File: src/rtl/instr_encoder_if.sv
// Request and instruction-memory write channels of the instruction encoder.
// Both channels use valid/ready semantics: a transfer happens on a rising
// clock edge where the producer's valid (in_valid / im_we) and the consumer's
// ready (in_ready / im_ready) are both high. The producer holds its payload
// stable until that edge, and ready never depends on valid.
interface instr_encoder_if #(
    parameter int ADDR_W = 10
);
    logic              in_valid;
    logic              in_ready;
    logic [3:0]        in_op;
    logic [4:0]        in_rs;
    logic [4:0]        in_rt;
    logic [4:0]        in_rd;
    logic [25:0]       in_imm;
    logic              im_we;
    logic              im_ready;
    logic [ADDR_W-1:0] im_addr;
    logic [31:0]       im_wdata;

    // Request producer and instruction-memory side.
    modport master (
        output in_valid, in_op, in_rs, in_rt, in_rd, in_imm, im_ready,
        input  in_ready, im_we, im_addr, im_wdata
    );

    // Encoder side.
    modport slave (
        input  in_valid, in_op, in_rs, in_rt, in_rd, in_imm, im_ready,
        output in_ready, im_we, im_addr, im_wdata
    );
endinterface

File: src/rtl/instr_encoder.sv
// Instruction encoder: packs per-field requests into 32-bit MIPS words and
// streams them into instruction memory at consecutive word addresses,
// starting at BASE_ADDR. Stops accepting once DEPTH words have been written.
module instr_encoder #(
    parameter int ADDR_W    = 10,
    parameter int DEPTH     = 1024,
    parameter int BASE_ADDR = 0
) (
    input  logic              clk,
    input  logic              rst,
    input  logic              clr,
    instr_encoder_if.slave    bus,
    output logic [ADDR_W:0]   count,
    output logic              full,
    output logic              err,
    output logic [1:0]        dbg_state
);

    typedef enum logic [1:0] {
        S_EMPTY = 2'd0,
        S_PEND  = 2'd1,
        S_FULL  = 2'd2
    } state_t;

    // Request op codes.
    localparam logic [3:0] OP_ADDU  = 4'd0;
    localparam logic [3:0] OP_SUBU  = 4'd1;
    localparam logic [3:0] OP_SLT   = 4'd2;
    localparam logic [3:0] OP_JR    = 4'd3;
    localparam logic [3:0] OP_ORI   = 4'd4;
    localparam logic [3:0] OP_LW    = 4'd5;
    localparam logic [3:0] OP_SW    = 4'd6;
    localparam logic [3:0] OP_BEQ   = 4'd7;
    localparam logic [3:0] OP_LUI   = 4'd8;
    localparam logic [3:0] OP_J     = 4'd9;
    localparam logic [3:0] OP_ADDI  = 4'd10;
    localparam logic [3:0] OP_ADDIU = 4'd11;
    localparam logic [3:0] OP_JAL   = 4'd12;

    // MIPS primary opcodes and R-type function codes.
    localparam logic [5:0] MO_SPECIAL = 6'b000000;
    localparam logic [5:0] MO_ORI     = 6'b001101;
    localparam logic [5:0] MO_LW      = 6'b100011;
    localparam logic [5:0] MO_SW      = 6'b101011;
    localparam logic [5:0] MO_BEQ     = 6'b000100;
    localparam logic [5:0] MO_LUI     = 6'b001111;
    localparam logic [5:0] MO_J       = 6'b000010;
    localparam logic [5:0] MO_JAL     = 6'b000011;
    localparam logic [5:0] MO_ADDI    = 6'b001000;
    localparam logic [5:0] MO_ADDIU   = 6'b001001;
    localparam logic [5:0] FN_ADDU    = 6'b100001;
    localparam logic [5:0] FN_SUBU    = 6'b100011;
    localparam logic [5:0] FN_SLT     = 6'b101010;
    localparam logic [5:0] FN_JR      = 6'b001000;

    localparam logic [ADDR_W-1:0] BASE_A   = ADDR_W'(BASE_ADDR);
    localparam logic [ADDR_W-1:0] ADDR_ONE = ADDR_W'(1);
    localparam logic [ADDR_W:0]   DEPTH_C  = (ADDR_W+1)'(DEPTH);
    localparam logic [ADDR_W:0]   CNT_ONE  = (ADDR_W+1)'(1);

    state_t            state_q;
    logic              we_q;
    logic [31:0]       wdata_q;
    logic [ADDR_W-1:0] addr_q;
    logic [ADDR_W:0]   count_q;
    logic              full_q;
    logic              err_q;

    logic              ready;
    logic              accept;
    logic              legal;
    logic [ADDR_W:0]   count_inc;
    logic              room_next;
    logic [31:0]       enc_word;

    // Canonical word for one request; shamt is always zero.
    function automatic logic [31:0] encode(
        input logic [3:0]  op,
        input logic [4:0]  rs,
        input logic [4:0]  rt,
        input logic [4:0]  rd,
        input logic [25:0] imm
    );
        logic [15:0] imm16;
        logic [31:0] w;
        imm16 = imm[15:0];
        w = 32'd0;
        case (op)
            OP_ADDU:  w = {MO_SPECIAL, rs, rt, rd, 5'd0, FN_ADDU};
            OP_SUBU:  w = {MO_SPECIAL, rs, rt, rd, 5'd0, FN_SUBU};
            OP_SLT:   w = {MO_SPECIAL, rs, rt, rd, 5'd0, FN_SLT};
            OP_JR:    w = {MO_SPECIAL, rs, 15'd0, FN_JR};
            OP_ORI:   w = {MO_ORI, rs, rt, imm16};
            OP_LW:    w = {MO_LW, rs, rt, imm16};
            OP_SW:    w = {MO_SW, rs, rt, imm16};
            OP_BEQ:   w = {MO_BEQ, rs, rt, imm16};
            OP_LUI:   w = {MO_LUI, 5'd0, rt, imm16};
            OP_J:     w = {MO_J, imm};
            OP_ADDI:  w = {MO_ADDI, rs, rt, imm16};
            OP_ADDIU: w = {MO_ADDIU, rs, rt, imm16};
            OP_JAL:   w = {MO_JAL, imm};
            default:  w = 32'd0;
        endcase
        return w;
    endfunction

    assign legal     = (bus.in_op <= OP_JAL);
    assign enc_word  = encode(bus.in_op, bus.in_rs, bus.in_rt, bus.in_rd, bus.in_imm);
    assign count_inc = count_q + CNT_ONE;
    // A new request may follow the pending word only if that word's write
    // still leaves room for one more.
    assign room_next = (count_inc < DEPTH_C);
    assign accept    = bus.in_valid & ready;

    // Request readiness from state and memory readiness only, never in_valid.
    always_comb begin
        ready = 1'b0;
        case (state_q)
            S_EMPTY: ready = ~full_q;
            S_PEND:  ready = bus.im_ready & room_next;
            default: ready = 1'b0;
        endcase
    end

    // Control FSM with registered write channel, counters and error flag.
    always_ff @(posedge clk or posedge rst) begin
        if (rst) begin
            state_q <= S_EMPTY;
            we_q    <= 1'b0;
            wdata_q <= 32'd0;
            addr_q  <= BASE_A;
            count_q <= '0;
            full_q  <= 1'b0;
            err_q   <= 1'b0;
        end else if (clr) begin
            // Restart wins over everything: the pending word is dropped and
            // any request offered this cycle is discarded.
            state_q <= S_EMPTY;
            we_q    <= 1'b0;
            wdata_q <= 32'd0;
            addr_q  <= BASE_A;
            count_q <= '0;
            full_q  <= 1'b0;
            err_q   <= 1'b0;
        end else begin
            case (state_q)
                S_EMPTY: begin
                    if (accept) begin
                        if (legal) begin
                            wdata_q <= enc_word;
                            we_q    <= 1'b1;
                            state_q <= S_PEND;
                        end else begin
                            err_q <= 1'b1;
                        end
                    end
                end
                S_PEND: begin
                    if (bus.im_ready) begin
                        addr_q  <= addr_q + ADDR_ONE;
                        count_q <= count_inc;
                        if (accept && legal) begin
                            wdata_q <= enc_word;
                        end else begin
                            we_q <= 1'b0;
                            if (accept) begin
                                err_q   <= 1'b1;
                                state_q <= S_EMPTY;
                            end else if (count_inc == DEPTH_C) begin
                                full_q  <= 1'b1;
                                state_q <= S_FULL;
                            end else begin
                                state_q <= S_EMPTY;
                            end
                        end
                    end
                end
                S_FULL: begin
                    state_q <= S_FULL;
                end
                default: begin
                    state_q <= S_EMPTY;
                    we_q    <= 1'b0;
                end
            endcase
        end
    end

    assign bus.in_ready = ready;
    assign bus.im_we    = we_q;
    assign bus.im_addr  = addr_q;
    assign bus.im_wdata = wdata_q;
    assign count        = count_q;
    assign full         = full_q;
    assign err          = err_q;
    assign dbg_state    = state_q;

endmodule

File: src/flat_wrapper.sv
// flat-port wrapper written by rule: the top's interface ports become plain ports
module instr_encoder_flat 
#(
    parameter int ADDR_W    = 10,
    parameter int DEPTH     = 1024,
    parameter int BASE_ADDR = 0
)
  (clk, rst, clr, count, full, err, dbg_state, bus_in_valid, bus_in_op, bus_in_rs, bus_in_rt, bus_in_rd, bus_in_imm, bus_im_ready, bus_in_ready, bus_im_we, bus_im_addr, bus_im_wdata);
  instr_encoder_if #(.ADDR_W(ADDR_W)) bus_i ();
  input  logic clk;
  input  logic rst;
  input  logic clr;
  output logic [ADDR_W:0] count;
  output logic full;
  output logic err;
  output logic [1:0] dbg_state;
  input wire logic [$bits(bus_i.in_valid)-1:0] bus_in_valid;
  input wire logic [$bits(bus_i.in_op)-1:0] bus_in_op;
  input wire logic [$bits(bus_i.in_rs)-1:0] bus_in_rs;
  input wire logic [$bits(bus_i.in_rt)-1:0] bus_in_rt;
  input wire logic [$bits(bus_i.in_rd)-1:0] bus_in_rd;
  input wire logic [$bits(bus_i.in_imm)-1:0] bus_in_imm;
  input wire logic [$bits(bus_i.im_ready)-1:0] bus_im_ready;
  output wire logic [$bits(bus_i.in_ready)-1:0] bus_in_ready;
  output wire logic [$bits(bus_i.im_we)-1:0] bus_im_we;
  output wire logic [$bits(bus_i.im_addr)-1:0] bus_im_addr;
  output wire logic [$bits(bus_i.im_wdata)-1:0] bus_im_wdata;
  assign bus_i.in_valid = bus_in_valid;
  assign bus_i.in_op = bus_in_op;
  assign bus_i.in_rs = bus_in_rs;
  assign bus_i.in_rt = bus_in_rt;
  assign bus_i.in_rd = bus_in_rd;
  assign bus_i.in_imm = bus_in_imm;
  assign bus_i.im_ready = bus_im_ready;
  assign bus_in_ready = bus_i.in_ready;
  assign bus_im_we = bus_i.im_we;
  assign bus_im_addr = bus_i.im_addr;
  assign bus_im_wdata = bus_i.im_wdata;
  instr_encoder #(.ADDR_W(ADDR_W), .DEPTH(DEPTH), .BASE_ADDR(BASE_ADDR)) u_core (.clk(clk), .rst(rst), .clr(clr), .bus(bus_i), .count(count), .full(full), .err(err), .dbg_state(dbg_state));
endmodule
File: config.mk
export PLATFORM = sky130hd
export DESIGN_NAME = instr_encoder_flat
export DESIGN_NICKNAME = d
export VERILOG_FILES = /design/src/rtl/instr_encoder_if.sv /design/src/rtl/instr_encoder.sv /design/src/flat_wrapper.sv
export SDC_FILE = /design/constraint.sdc
export NUM_CORES = 1
export LEC_CHECK = 0
export CORE_MARGIN = 4
export CORE_UTILIZATION = 50
export CTS_CLUSTER_SIZE = 14
export DETAILED_ROUTE_END_ITERATION = 10
export PLACE_DENSITY = 0.86
export RECOVER_POWER = 25
export SYNTH_ARGS = -nofsm -noshare
export SYNTH_HDL_FRONTEND = slang
export SYNTH_SLANG_ARGS = --single-unit
export TNS_END_PERCENT = 1
File: constraint.sdc
create_clock -name clk -period 5.1 [get_ports clk]
set_input_delay 0.765 -clock clk [delete_from_list [all_inputs] [get_ports clk]]
set_output_delay 0.765 -clock clk [all_outputs]
set_load 0.005 [all_outputs]
Word-level counts from Yosys, hierarchy flattened
Cells that the tools add are included.

$add $sub $neg: 2. Multipliers: 0. Div/mod/pow operators: 0. $lt $le $gt $ge: 2. Equal/unequal tests: 25. Shift-type cells: 0. Multiplexer cells: 41. Bitwise operators: 3. Reductions and logical operators: 13.

Operator list (number): $pmux 32 s13 (1); $mux 32 (5); $pmux 32 s2 (1); $mux 11 (3); $mux 10 (3); $eq 4x4->1 const B (5); $mux 1 (17); $eq 4x3->1 const B (4); $reduce_and 5->1 (3); $mux 2 (7); $ne 3x2->1 const B (4); $add 11x1->11 const B (1); $eq 11x11->1 const B (1); $lt 11x11->1 const B (1); $add 10x1->10 const B (1); $ne 3x3->1 const B (3); $eq 4x2->1 const B (2); $ne 2x2->1 const B (3); $pmux 2 s3 (1); $reduce_and 6->1 (1); $reduce_bool 2->1 (3); $eq 4x1->1 const B (1); $le 4x4->1 const B (1); $logic_not 4->1 (1); other kinds (11) (13).

Register bits after elaboration: 58. Latch bits: 0. RAM bits: 0. ROM bits: 0. Output and inout bits: 59. Memories: 0.

Longest topological paths before layout
Depth in word-level cells: 10. Depth in mapped cells: 9.

Worst setup path before layout
No wires, ideal clock.

Kind: register to output. Start: reg u_core.count_q[0], in the netlist u_core.count[0]. End: out bus_in_ready. Data arrival time: 1789 ps. Required time: 4335 ps. Setup slack: 2546 ps. Stages on the path, launching flop included: 8. Path through: dfrtp_1 -> ha_1 -> nand2_1 -> or4_1 -> a31oi_1 -> buf_4 -> inv_4 -> buf_6.

Word-level cells in the longest chain between the ends: 4.

RTL lines: start, declared (RTL line instr_encoder.sv:65) `logic [ADDR_W:0] count_q;`; start signal, assigned (RTL line instr_encoder.sv:161) `count_q <= count_inc;`; $add 11x1->11 (RTL line instr_encoder.sv:109) `assign count_inc = count_q + CNT_ONE;`; $lt 11x11->1 (RTL line instr_encoder.sv:112) `assign room_next = (count_inc < DEPTH_C);`; $and 1x1->1 (RTL line instr_encoder.sv:120) `S_PEND: ready = bus.im_ready & room_next;`; $pmux 1 s2 (RTL line instr_encoder.sv:118) `case (state_q)`; end, declared (RTL line flat_wrapper.sv:24) `output wire logic [$bits(bus_i.in_ready)-1:0] bus_in_ready;`.

No other way between the ends.

Worst setup path after layout
Same ends and word-level chain as after synthesis.

==> impl_metrics.prom <==
# TYPE chip_impl_metric gauge
chip_impl_metric{name="initial_drt_markers",unit=""} 338
chip_impl_metric{name="routedWlPerCell",unit="µm"} 17.3
chip_impl_metric{name="ioPinCount",unit=""} 109
chip_impl_metric{name="die_area",unit="µm²"} 8120
chip_impl_metric{name="timing.final.max_slew_violations",unit=""} 58
chip_impl_metric{name="post-route-period-util",unit="%"} 82.8
chip_impl_metric{name="gr-usage-met1",unit="%"} 30.9
chip_impl_metric{name="grt.overflow.total",unit=""} 0
chip_impl_info{name="cts_root_buffer",value="sky130_fd_sc_hd__clkbuf_8"} 1
chip_impl_metric{name="route.final.wire_length",unit="µm"} 9810
chip_impl_metric{name="detailed_place_hpwl",unit="µm"} 6900
chip_impl_metric{name="n_fill_cell",unit=""} 505
chip_impl_metric{name="post_synth_inst_count",unit=""} 391
chip_impl_metric{name="final_layout_size_suffix_gt1_share",unit="%"} 5.32
chip_impl_metric{name="power_per_cell_area",unit="nW/µm²"} 254
chip_impl_metric{name="achievable-frequency",unit="MHz"} 237
chip_impl_metric{name="postCtsHoldBufs",unit=""} 0
chip_impl_metric{name="port-buffer-count",unit=""} 107
chip_impl_metric{name="route.detailed.vias_per_inst",unit=""} 6.16
chip_impl_info{name="worst_flop_to_flop_path_endpoint",value="u_core.bus.im_we$_DFFE_PP0P_"} 1
chip_impl_metric{name="insertion_delay",unit="ns"} 0.34
chip_impl_info{name="worst_setup_path_end_kind",value="primary output"} 1
chip_impl_metric{name="finalPower",unit="µW"} 1180
chip_impl_metric{name="antenna_left",unit=""} 0
chip_impl_metric{name="worst_clock_skew_on_the_final_layout",unit="ns"} 0.00621
chip_impl_metric{name="period_minus_slack",unit="ns"} 4.22
chip_impl_metric{name="asyncSetResetFlopFracSynth",unit="%"} 100
chip_impl_info{name="run_status",value="complete, but fails checks"} 1
chip_impl_info{name="gr_peak_layer",value="met2"} 1
chip_impl_info{name="hold_class",value="register to register"} 1
chip_impl_metric{name="detailedPlace.worstSlack",unit="ns"} 1.09
chip_impl_metric{name="global_route_wire_length_before_repair",unit="µm"} 16200
chip_impl_metric{name="final_critical_path_setup_slack",unit="ns"} 0.879
chip_impl_metric{name="dieHeight",unit="µm"} 90.1
chip_impl_metric{name="dieWidth",unit="µm"} 90.1
chip_impl_metric{name="r2r_setup_slack",unit="ns"} 2.00
chip_impl_info{name="timing.rr.start",value="u_core.count[0]$_DFFE_PP0P_"} 1
chip_impl_metric{name="initial_drt_pass_iterations",unit=""} 5
chip_impl_metric{name="syn_area_per_cell",unit="µm²"} 8.63
chip_impl_metric{name="critical_path_buf_inv_count",unit=""} 2
chip_impl_metric{name="fin_util",unit="%"} 71.9
chip_impl_metric{name="design.final.nets",unit=""} 536
chip_impl_metric{name="setup-violations-final",unit=""} 0
chip_impl_metric{name="edff_count_synth",unit=""} 0
chip_impl_metric{name="netlist-cell-type-count",unit=""} 50
chip_impl_metric{name="worst_ep_arrival_time",unit="ns"} 3.46
chip_impl_metric{name="post_cts_buffers",unit=""} 0
chip_impl_info{name="critical_path.startpoint_type",value="register"} 1
chip_impl_metric{name="initial_core_util",unit="%"} 52.2
chip_impl_metric{name="clkTransAtPathRegs",unit="ns"} 0.07
chip_impl_metric{name="antenna_violations_before_repair",unit=""} 0
chip_impl_metric{name="ys_ff_latch",unit=""} 57
chip_impl_metric{name="cts-root-to-sink-buffers",unit=""} 2
chip_impl_metric{name="cts_made_buffers",unit=""} 9
chip_impl_metric{name="grt.met2_usage",unit="%"} 38.8
chip_impl_metric{name="dp_cells",unit=""} 550
chip_impl_metric{name="grt_max_degree",unit=""} 58
chip_impl_metric{name="ys.warnings.count",unit=""} 0
chip_impl_metric{name="place.gp.congestion",unit=""} 0.892
chip_impl_metric{name="detailed_route_via_count",unit=""} 3489
chip_impl_metric{name="maxCapViolations",unit=""} 1
chip_impl_info{name="holdPathEnd",value="u_core.bus.im_wdata[8]$_DFFE_PP0P_"} 1
chip_impl_info{name="hold_path_startpoint",value="u_core.bus.im_wdata[8]$_DFFE_PP0P_"} 1
chip_impl_metric{name="synth.yosys.seq_area_share",unit="%"} 42.3
chip_impl_metric{name="grt_pass1_vias",unit=""} 3309
chip_impl_metric{name="syn2layout_area_growth",unit="%"} 37.7
chip_impl_metric{name="synth.cell_area",unit="µm²"} 3370
chip_impl_metric{name="maximum_resistive_drop_on_vdd",unit="mV"} 0.130
chip_impl_metric{name="rr_worst_depth",unit=""} 7
chip_impl_info{name="yosys_most_used_dff",value="sky130_fd_sc_hd__dfrtp_1"} 1
chip_impl_metric{name="groute.usage.overall",unit="%"} 24.2
chip_impl_info{name="slowest_stage",value="sky130_fd_sc_hd__a31oi_1"} 1
chip_impl_metric{name="critical_path.max_fanout",unit=""} 32
chip_impl_info{name="tritoncts",value="yes"} 1
chip_impl_metric{name="final_hold_viol_count",unit=""} 0
chip_impl_metric{name="worst_slew_margin_rel",unit="%"} -102
chip_impl_metric{name="tightestPinTransition",unit="ns"} 3.02
chip_impl_info{name="failed_checks",value="max-capacitance violations, max-slew violations"} 1
chip_impl_metric{name="met3_usage",unit="%"} 6.68
chip_impl_metric{name="drc",unit=""} 0
chip_impl_metric{name="post_cts.resized_instances",unit=""} 0
chip_impl_info{name="largest_delay_share_family_worst_path",value="buffers and inverters"} 1
chip_impl_metric{name="power.leakage",unit="µW"} 0.00179
chip_impl_metric{name="synth_fp_nets",unit=""} 443
chip_impl_metric{name="core_area",unit="µm²"} 6460
chip_impl_metric{name="placement_rows",unit=""} 29
chip_impl_metric{name="non_filler_cells_final",unit=""} 566
chip_impl_info{name="critical_path_class",value="register to primary output"} 1
chip_impl_metric{name="antenna-diode-count",unit=""} 0
chip_impl_metric{name="slowest_delay",unit="ns"} 0.86
chip_impl_metric{name="tritoncts_num_sinks",unit=""} 57
chip_impl_info{name="critical_path.cell_chain",value="ha_1, nand2_1, or4_1, a31oi_1, inv_4, clkdlybuf4s50_1"} 1
chip_impl_metric{name="hold-path-cell-count",unit=""} 2
chip_impl_info{name="setup_repair_after_global_routing_missed_its_margin",value="no"} 1
chip_impl_metric{name="final.setup.tns",unit="ns"} 0
chip_impl_metric{name="worst-endpoint-required",unit="ns"} 4.34
chip_impl_metric{name="cts_htree_levels",unit=""} 3
==> worst reg2reg max path, cell delays in order, from the launching register on <==
cell and delay (ns):
sky130_fd_sc_hd__dfrtp_1 0.45, sky130_fd_sc_hd__ha_1 0.33, sky130_fd_sc_hd__nand2_1 0.11, sky130_fd_sc_hd__or4_1 0.47, sky130_fd_sc_hd__a31oi_1 0.86, sky130_fd_sc_hd__inv_4 0.34
sky130_fd_sc_hd__nand2_1 0.27, sky130_fd_sc_hd__a221oi_1 0.10
==> state kept, by name (all words and copies together) (netlist names) <==
signal               cells
u_core.full              1
u_core.err               1
u_core.count            11
u_core.bus.im_wdata     31
u_core.dbg_state         2
u_core.bus.im_we         1
u_core.bus.im_addr      10
==> power breakdown <==
group	internal [µW]	switching [µW]
sequential	475	18.7
clock	264	182
combinational	119	120
total	859	321
==> metal layers <==
layer  share of wire, %  vias up  routed length (µm)
li1                   -     1620                   -
met1                 40     1648                3940
met2                 48      184                4740
met3                8.4       37                 820
met4                3.2        0                 313
met5                  0        -                   0
==> cell type report <==
class,instances,area [µm²],share of cell area [%]
multi-input combinational,295,1770,38.1
sequential,57,1430,30.7
timing repair buffer,113,1110,23.8
clock buffer,12,165,3.56
tap,77,96.3,2.07
inverter,8,32.5,0.700
clock inverter,4,50.0,1.08
==> metrics by stage <==
stage          hold slack (ns)  area, µm²
2_1_floorplan            0.511       3370
3_3_place_gp             0.513       4430
3_5_place_dp             0.518       4430
4_1_cts                  0.527       4650
5_1_grt                  0.543       4650
6_report                 0.528       4650
==> cell usage after synthesis (2+ instances only) <==
master | instances | area share (%)
sky130_fd_sc_hd__dfrtp_1 | 57 | 42
sky130_fd_sc_hd__a21oi_1 | 47 | 7.0
sky130_fd_sc_hd__nand2_1 | 33 | 3.7
sky130_fd_sc_hd__nor2_1 | 28 | 3.1
sky130_fd_sc_hd__clkbuf_1 | 21 | 2.3
sky130_fd_sc_hd__o21ai_0 | 19 | 2.8
sky130_fd_sc_hd__nor3_1 | 17 | 2.5
sky130_fd_sc_hd__a211oi_1 | 15 | 3.3
sky130_fd_sc_hd__nand4_1 | 15 | 2.8
sky130_fd_sc_hd__nor2b_1 | 12 | 2.2
sky130_fd_sc_hd__xor2_1 | 12 | 3.1
sky130_fd_sc_hd__nor3b_1 | 11 | 2.4
sky130_fd_sc_hd__a22oi_1 | 8 | 1.8
sky130_fd_sc_hd__o22ai_1 | 8 | 1.5
sky130_fd_sc_hd__xnor2_1 | 8 | 2.1
sky130_fd_sc_hd__inv_1 | 7 | 0.78
sky130_fd_sc_hd__a31oi_1 | 6 | 1.1
sky130_fd_sc_hd__o21ai_1 | 6 | 0.89
sky130_fd_sc_hd__a32oi_1 | 5 | 1.3
sky130_fd_sc_hd__nand3_1 | 5 | 0.74
sky130_fd_sc_hd__o221ai_1 | 5 | 1.3
sky130_fd_sc_hd__and3_1 | 3 | 0.56
sky130_fd_sc_hd__and3b_1 | 3 | 0.78
sky130_fd_sc_hd__buf_1 | 3 | 0.33
sky130_fd_sc_hd__buf_6 | 3 | 1.0
sky130_fd_sc_hd__o31ai_1 | 3 | 0.67
sky130_fd_sc_hd__and2_1 | 2 | 0.37
sky130_fd_sc_hd__buf_2 | 2 | 0.30
sky130_fd_sc_hd__buf_4 | 2 | 0.44
sky130_fd_sc_hd__ha_1 | 2 | 0.74
sky130_fd_sc_hd__o211ai_1 | 2 | 0.44
sky130_fd_sc_hd__o21a_1 | 2 | 0.44
sky130_fd_sc_hd__or3_1 | 2 | 0.37
==> cell families after synthesis <==
group,share of synthesized area (%)
xor gates and xnor gates,5.19
muxes,0.297
buffers and inverters,5.38
DFF,42.3
AOI/OAI and AO/OA,24.4
and+or+nand+nor,21.6
other,0.111
adders and majority gates,0.742
==> placed cells by master, fill, tap and decap left out, types with 11 or more instances in the layout <==
cell	n
sky130_fd_sc_hd__nor2_1	28
sky130_fd_sc_hd__nor3_1	17
sky130_fd_sc_hd__dfrtp_1	57
sky130_fd_sc_hd__nand4_1	15
sky130_fd_sc_hd__nor3b_1	11
sky130_fd_sc_hd__clkdlybuf4s50_1	105
sky130_fd_sc_hd__nor2b_1	11
sky130_fd_sc_hd__a211oi_1	15
sky130_fd_sc_hd__nand2_1	33
sky130_fd_sc_hd__clkbuf_8	12
sky130_fd_sc_hd__o21ai_0	19
sky130_fd_sc_hd__xor2_1	12
sky130_fd_sc_hd__a21oi_1	47
==> worst max-delay path by stage <==
stage | end | depth (start not counted) | slack, ns | start
2_1_floorplan | bus_in_ready | 7 | 2.55 | u_core.count[0]$_DFFE_PP0P_
3_3_place_gp | bus_in_ready | 5 | 1.13 | bus_im_ready
3_5_place_dp | bus_in_ready | 5 | 1.09 | bus_im_ready
4_1_cts | bus_in_ready | 6 | 0.88 | u_core.count[0]$_DFFE_PP0P_
5_1_grt | bus_in_ready | 6 | 0.68 | u_core.count[0]$_DFFE_PP0P_
6_report | bus_in_ready | 6 | 0.88 | u_core.count[0]$_DFFE_PP0P_
No activity file was read; power rests on OpenSTA's default activity.
==> variant 1, RTL diff (same flow settings) <==
Make the reset (`rst`) synchronous in one clocked block.
--- a/src/rtl/instr_encoder.sv
+++ b/src/rtl/instr_encoder.sv
@@ -123,7 +123,7 @@
     end
 
     // Control FSM with registered write channel, counters and error flag.
-    always_ff @(posedge clk or posedge rst) begin
+    always_ff @(posedge clk) begin
         if (rst) begin
             state_q <= S_EMPTY;
             we_q    <= 1'b0;
Check against the original RTL: differs if rst is asserted again (counterexample within 4 cycles, from zero or initial values and one cycle with rst high); with rst held inactive, the same outputs for 4 cycles.
==> variant 1 against the unedited design <==
  * Area after synthesis decreased by 11%
  * Combinational power decreased by 31%
  * Via count is 7.8% lower
  * Count of clock-buffer cells in the layout up 2
  * Sequential cell count is the same
  * Die area shrank 9.9%
  * Design area decreased by 8.3%
  * Total power is 9.8% lower
  * Global-route usage fell by 1.8 points
  * Utilization up 3.1 points
  * Routed wire length decreased by 15%
  * Worst hold slack lost 0.078 ns
  * Worst setup slack gained 0.91 ns
==> variant 1: results (changes against the unedited design) <==
| Metric | Value |
|---|---|
| First-pass GRT wire length | 13.5 mm (-16%) |
| Sequential area share after synthesis | 37.9% (-4.3 points) |
| Hold path start | u_core.bus.im_wdata[31] |
| Crit path max fanout | 7 (-78%) |
| CP max stage delay | 0.49 ns (-0.37 ns) |
| Placed cells | 540 (-1.8%) |
| Worst path slowest cell | dfxtp_1 |
| Critical Path AT | 2.54 ns (-0.92 ns) |
| Leak | 1.58 nW (-12%) |
| Via count | 3216 (-7.8%) |
| Post-synth top flop | dfxtp_1 |
| Cells after Synth | 389 (-0.51%) |
| R2R Path Start | u_core.count[0] |
| Netlist cell types | 45 (-10%) |
| Most frequent cells after synthesis | dfxtp_1, nor2_1, nand2_1 |
| DR pass1 iterations | 4 (-1) |
| Slew @ Worst Pin | 1.17 ns (-1.86 ns) |
| Outcome | completed |
| Pre-CTS setup slack | 1.64 ns (+0.551 ns) |
| # fillers | 458 (-9.3%) |
| Vias in the first global route | 2967 (-10%) |
| Asr flop ratio synth | 0% (-100 points) |
| GP Congestion | 0.869 (-2.6%) |
| Met3 Resource Use GR | 6.05% (-0.63 points) |
| Nets | 531 (-0.93%) |
| GR Layer Usage met1 | 26.2% (-4.7 points) |
| Area contributors post-synth | dfxtp_1, nor2_1, a21oi_1 |
| Total Wirelength | 8.38 mm (-15%) |
| Vias per cell | 5.78 (-6.2%) |
| DR iter-0 viols | 153 (-55%) |
| Setup CP Type | reg2out |
| Worst Skew | 0.00818 ns (+0.00197 ns) |
[variant 1: worst paths after layout]
path	endpoint	slack, ns
min reg2reg	u_core.bus.im_wdata[31]	0.45
max reg2reg	u_core.bus.im_wdata[0]	2.13
min	u_core.bus.im_wdata[31]	0.45
max	bus_in_ready	1.79
[variant 1: worst max-delay path: cells and delay by family, from the launching register on]
kind / cells / cell delay (ns)
flops: 1 / 0.49
fa+ha+maj: 1 / 0.33
buf+inv: 1 / 0.47
compound gates: 1 / 0.29
simple gates: 2 / 0.64
[variant 1: layout make-up]
type	count	share of cell area (%)
inverter	8	0.705
multi-input combinational	291	39.5
timing repair buffer	112	26.0
clock buffer	14	4.06
tap	72	2.12
sequential	57	26.8
clock inverter	2	0.823
[variant 1: power by group through the flow]
stage               clock network [mW]  logic [mW]  registers [mW]
detailed placement                   0       0.169           0.472
global route                     0.459       0.183           0.463
finish                           0.435       0.166           0.462
floorplan                            0      0.0904           0.473
global placement                     0       0.165           0.472
CTS                              0.441       0.169           0.463
[variant 1: metrics by stage]
stage	instance area, um2	power [mW]	utilization, %	hold WS, ns
6_report	4260	1.06	75.0	0.450
5_1_grt	4260	1.11	75.0	0.477
4_1_cts	4260	1.07	75.0	0.453
3_5_place_dp	4050	0.641	71.4	0.446
3_3_place_gp	4050	0.637	71.4	0.439
2_1_floorplan	3010	0.563	-	0.448
[variant 1: metal layers]
layer / routed length, um / vias to the layer above
li1: - / 1578
met1: 3360 / 1478
met2: 4220 / 145
met3: 679 / 15
met4: 123 / 0
met5: 0 / -
[variant 1: logic make-up (layout without fill, tap and decap cells)]
| family | after synthesis | after routing | share of synthesized area (%) |
|---|---|---|---|
| XOR/XNOR | 21 | 21 | 6.11 |
| other | 1 | 1 | 0.125 |
| adder cells (fa/ha/maj) | 2 | 2 | 0.832 |
| buffers and inverters | 41 | 136 | 6.20 |
| AND/OR/NAND/NOR | 168 | 168 | 27.0 |
| flip-flops | 57 | 57 | 37.9 |
| AO/OA/AOI/OAI | 99 | 99 | 21.8 |
==> variant 2, RTL diff (same flow settings) <==
Without the edit above. `ADDR_W` is set to 10 in 3 places; all go to 9.
--- a/src/rtl/instr_encoder_if.sv
+++ b/src/rtl/instr_encoder_if.sv
@@ -4,7 +4,7 @@
 // ready (in_ready / im_ready) are both high. The producer holds its payload
 // stable until that edge, and ready never depends on valid.
 interface instr_encoder_if #(
-    parameter int ADDR_W = 10
+    parameter int ADDR_W = 9
 );
     logic              in_valid;
     logic              in_ready;
--- a/src/rtl/instr_encoder.sv
+++ b/src/rtl/instr_encoder.sv
@@ -2,7 +2,7 @@
 // streams them into instruction memory at consecutive word addresses,
 // starting at BASE_ADDR. Stops accepting once DEPTH words have been written.
 module instr_encoder #(
-    parameter int ADDR_W    = 10,
+    parameter int ADDR_W    = 9,
     parameter int DEPTH     = 1024,
     parameter int BASE_ADDR = 0
 ) (
--- a/src/flat_wrapper.sv
+++ b/src/flat_wrapper.sv
@@ -1,7 +1,7 @@
 // flat-port wrapper written by rule: the top's interface ports become plain ports
 module instr_encoder_flat 
 #(
-    parameter int ADDR_W    = 10,
+    parameter int ADDR_W    = 9,
     parameter int DEPTH     = 1024,
     parameter int BASE_ADDR = 0
 )
Interface: changed (resized bus_im_addr and count); port bits go from 109 to 107. The function was not compared with the original's and may differ.
==> variant 2 against the unedited design <==
  * The run still ends with max-capacitance violations, max-slew violations left
  * Total power down 20%
  * Final cell count decreased by 11%
  * Routed wire length decreased by 16%
  * Synthesized cell count fell by 13%
  * Worst setup slack improved by 1.2 ns
  * Die area fell by 7.1%
  * Critical path depth down 1
  * First-iteration DRC count down 28%
  * Utilization down 1.0 points
  * Clock power decreased by 36%
  * Global-route usage shrank 2.3 points
  * Area after synthesis down 7.8%
  * Sequential cell count decreased by 2
  * Design area decreased by 8.6%
  * Largest power group unchanged
  * Highest routed layer unchanged
==> variant 2: results (changes against the unedited design) <==
| Metric | Value |
|---|---|
| Hold endpoint | u_core.bus.im_wdata[22] |
| Largest net degree at the start of global routing | 56 (-3.4%) |
| Design area | 4250 um2 (-8.6%) |
| Total Wirelength | 8.20 mm (-16%) |
| Leak | 1.75 nW (-2.2%) |
| Worst path slowest cell | clkdlybuf4s50_1 |
| Outcome | finished, violations left |
| DP Area | 4130 um2 (-6.8%) |
| Failing checks | max-capacitance violations, max-slew violations |
| Sink Count | 55 (-3.5%) |
| Placed cells | 497 (-9.6%) |
| R2R depth | 5 (-2) |
| Hold path start | u_core.bus.im_wdata[22] |
| Multi-input gate count | 251 (-15%) |
| Met3 Resource Use GR | 4.82% (-1.9 points) |
| Max-slew violation count | 56 (-3.4%) |
| CP max stage delay | 1.05 ns (+0.19 ns) |
| Critical path capture point | u_core.bus.im_wdata[7] |
| Cells after Synth | 342 (-13%) |
| Footprint of the multi-input gates | 1560 um2 (-12%) |
| Fin worst setup slack | 2.10 ns (+1.22 ns) |
| Area contributors post-synth | dfrtp_1, a21oi_1, nand2_1 |
| GP Congestion | 0.873 (-2.1%) |
| Worst Setup SP | bus_in_op[1] |
| DP HPWL | 5.91 mm (-14%) |
| Nets | 481 (-10%) |
| Crit path max fanout | 25 (-22%) |
| WL met2 | 3.92 mm (-17%) |
| Via count | 2951 (-15%) |
| Die area | 7550 um2 (-7.1%) |
| Signal buf overhead | 25.3% (+1.4 points) |
| First-pass GRT wire length | 13.4 mm (-17%) |
| Fraction of layout cells with a size suffix above 1 | 4.65% (-0.67 points) |
| R2R Path Start | u_core.dbg_state[1] |
| H-tree levels | 2 (-1) |
| VDD IR max | 0.188 mV (+45%) |
| Mapped Nets | 394 (-11%) |
| Maxcap violations | 1 (unchanged) |
| # fillers | 450 (-11%) |
| Layout clock buffers | 5 (-7) |
| Slew @ Worst Pin | 2.03 ns (-0.995 ns) |
| Critical Path AT | 3.25 ns (-0.21 ns) |
| IO Port Bufs | 105 (-1.9%) |
| DR iter-0 viols | 245 (-28%) |
| RR Endpoint | u_core.bus.im_wdata[26] |
| Most frequent cells after synthesis | dfrtp_1, nand2_1, a21oi_1 |
| Pre-CTS setup slack | 1.81 ns (+0.717 ns) |
| Vias in the first global route | 2831 (-14%) |
| Signal buffers | 108 (-4.4%) |
| Register-to-register setup slack | 3.06 ns (+1.06 ns) |
| Hold Slack | 0.487 ns (-0.0405 ns) |
==> variant 2: cell types whose count changed in the layout (fill, tap and decap cells not counted), sizes merged, moves of 7 or more <==
cell	before	now
a21oi	47	30
a211oi	15	0
nor3	17	3
a22o	0	12
clkbuf	13	5
clkdlybuf4s50	105	98
==> variant 2: cells by family (layout without fill, tap and decap cells) <==
logic type                 Yosys count  count (layout)  share of synthesized area [%]
DFF                                 55              55                           44.2
AOI/OAI and AO/OA                  118             118                           24.8
adders and majority gates            2               2                          0.804
other                                1               1                          0.121
xor gates and xnor gates            19              19                           5.35
buffers and inverters               36             124                           5.83
and+or+nand+nor                    111             111                           18.9
==> variant 2: worst register-to-register path: cells and delay by family (launching register included) <==
kind	cells	cell delay, ns
AO/OA/AOI/OAI	1	0.19
flip-flops	1	0.46
AND/OR/NAND/NOR	4	1.33
==> variant 2: power by group <==
group          leakage (nW)  switching, mW  internal (mW)
Clock                0.0581          0.142          0.146
Combinational         0.936         0.0898         0.0986
Sequential            0.755         0.0141          0.454
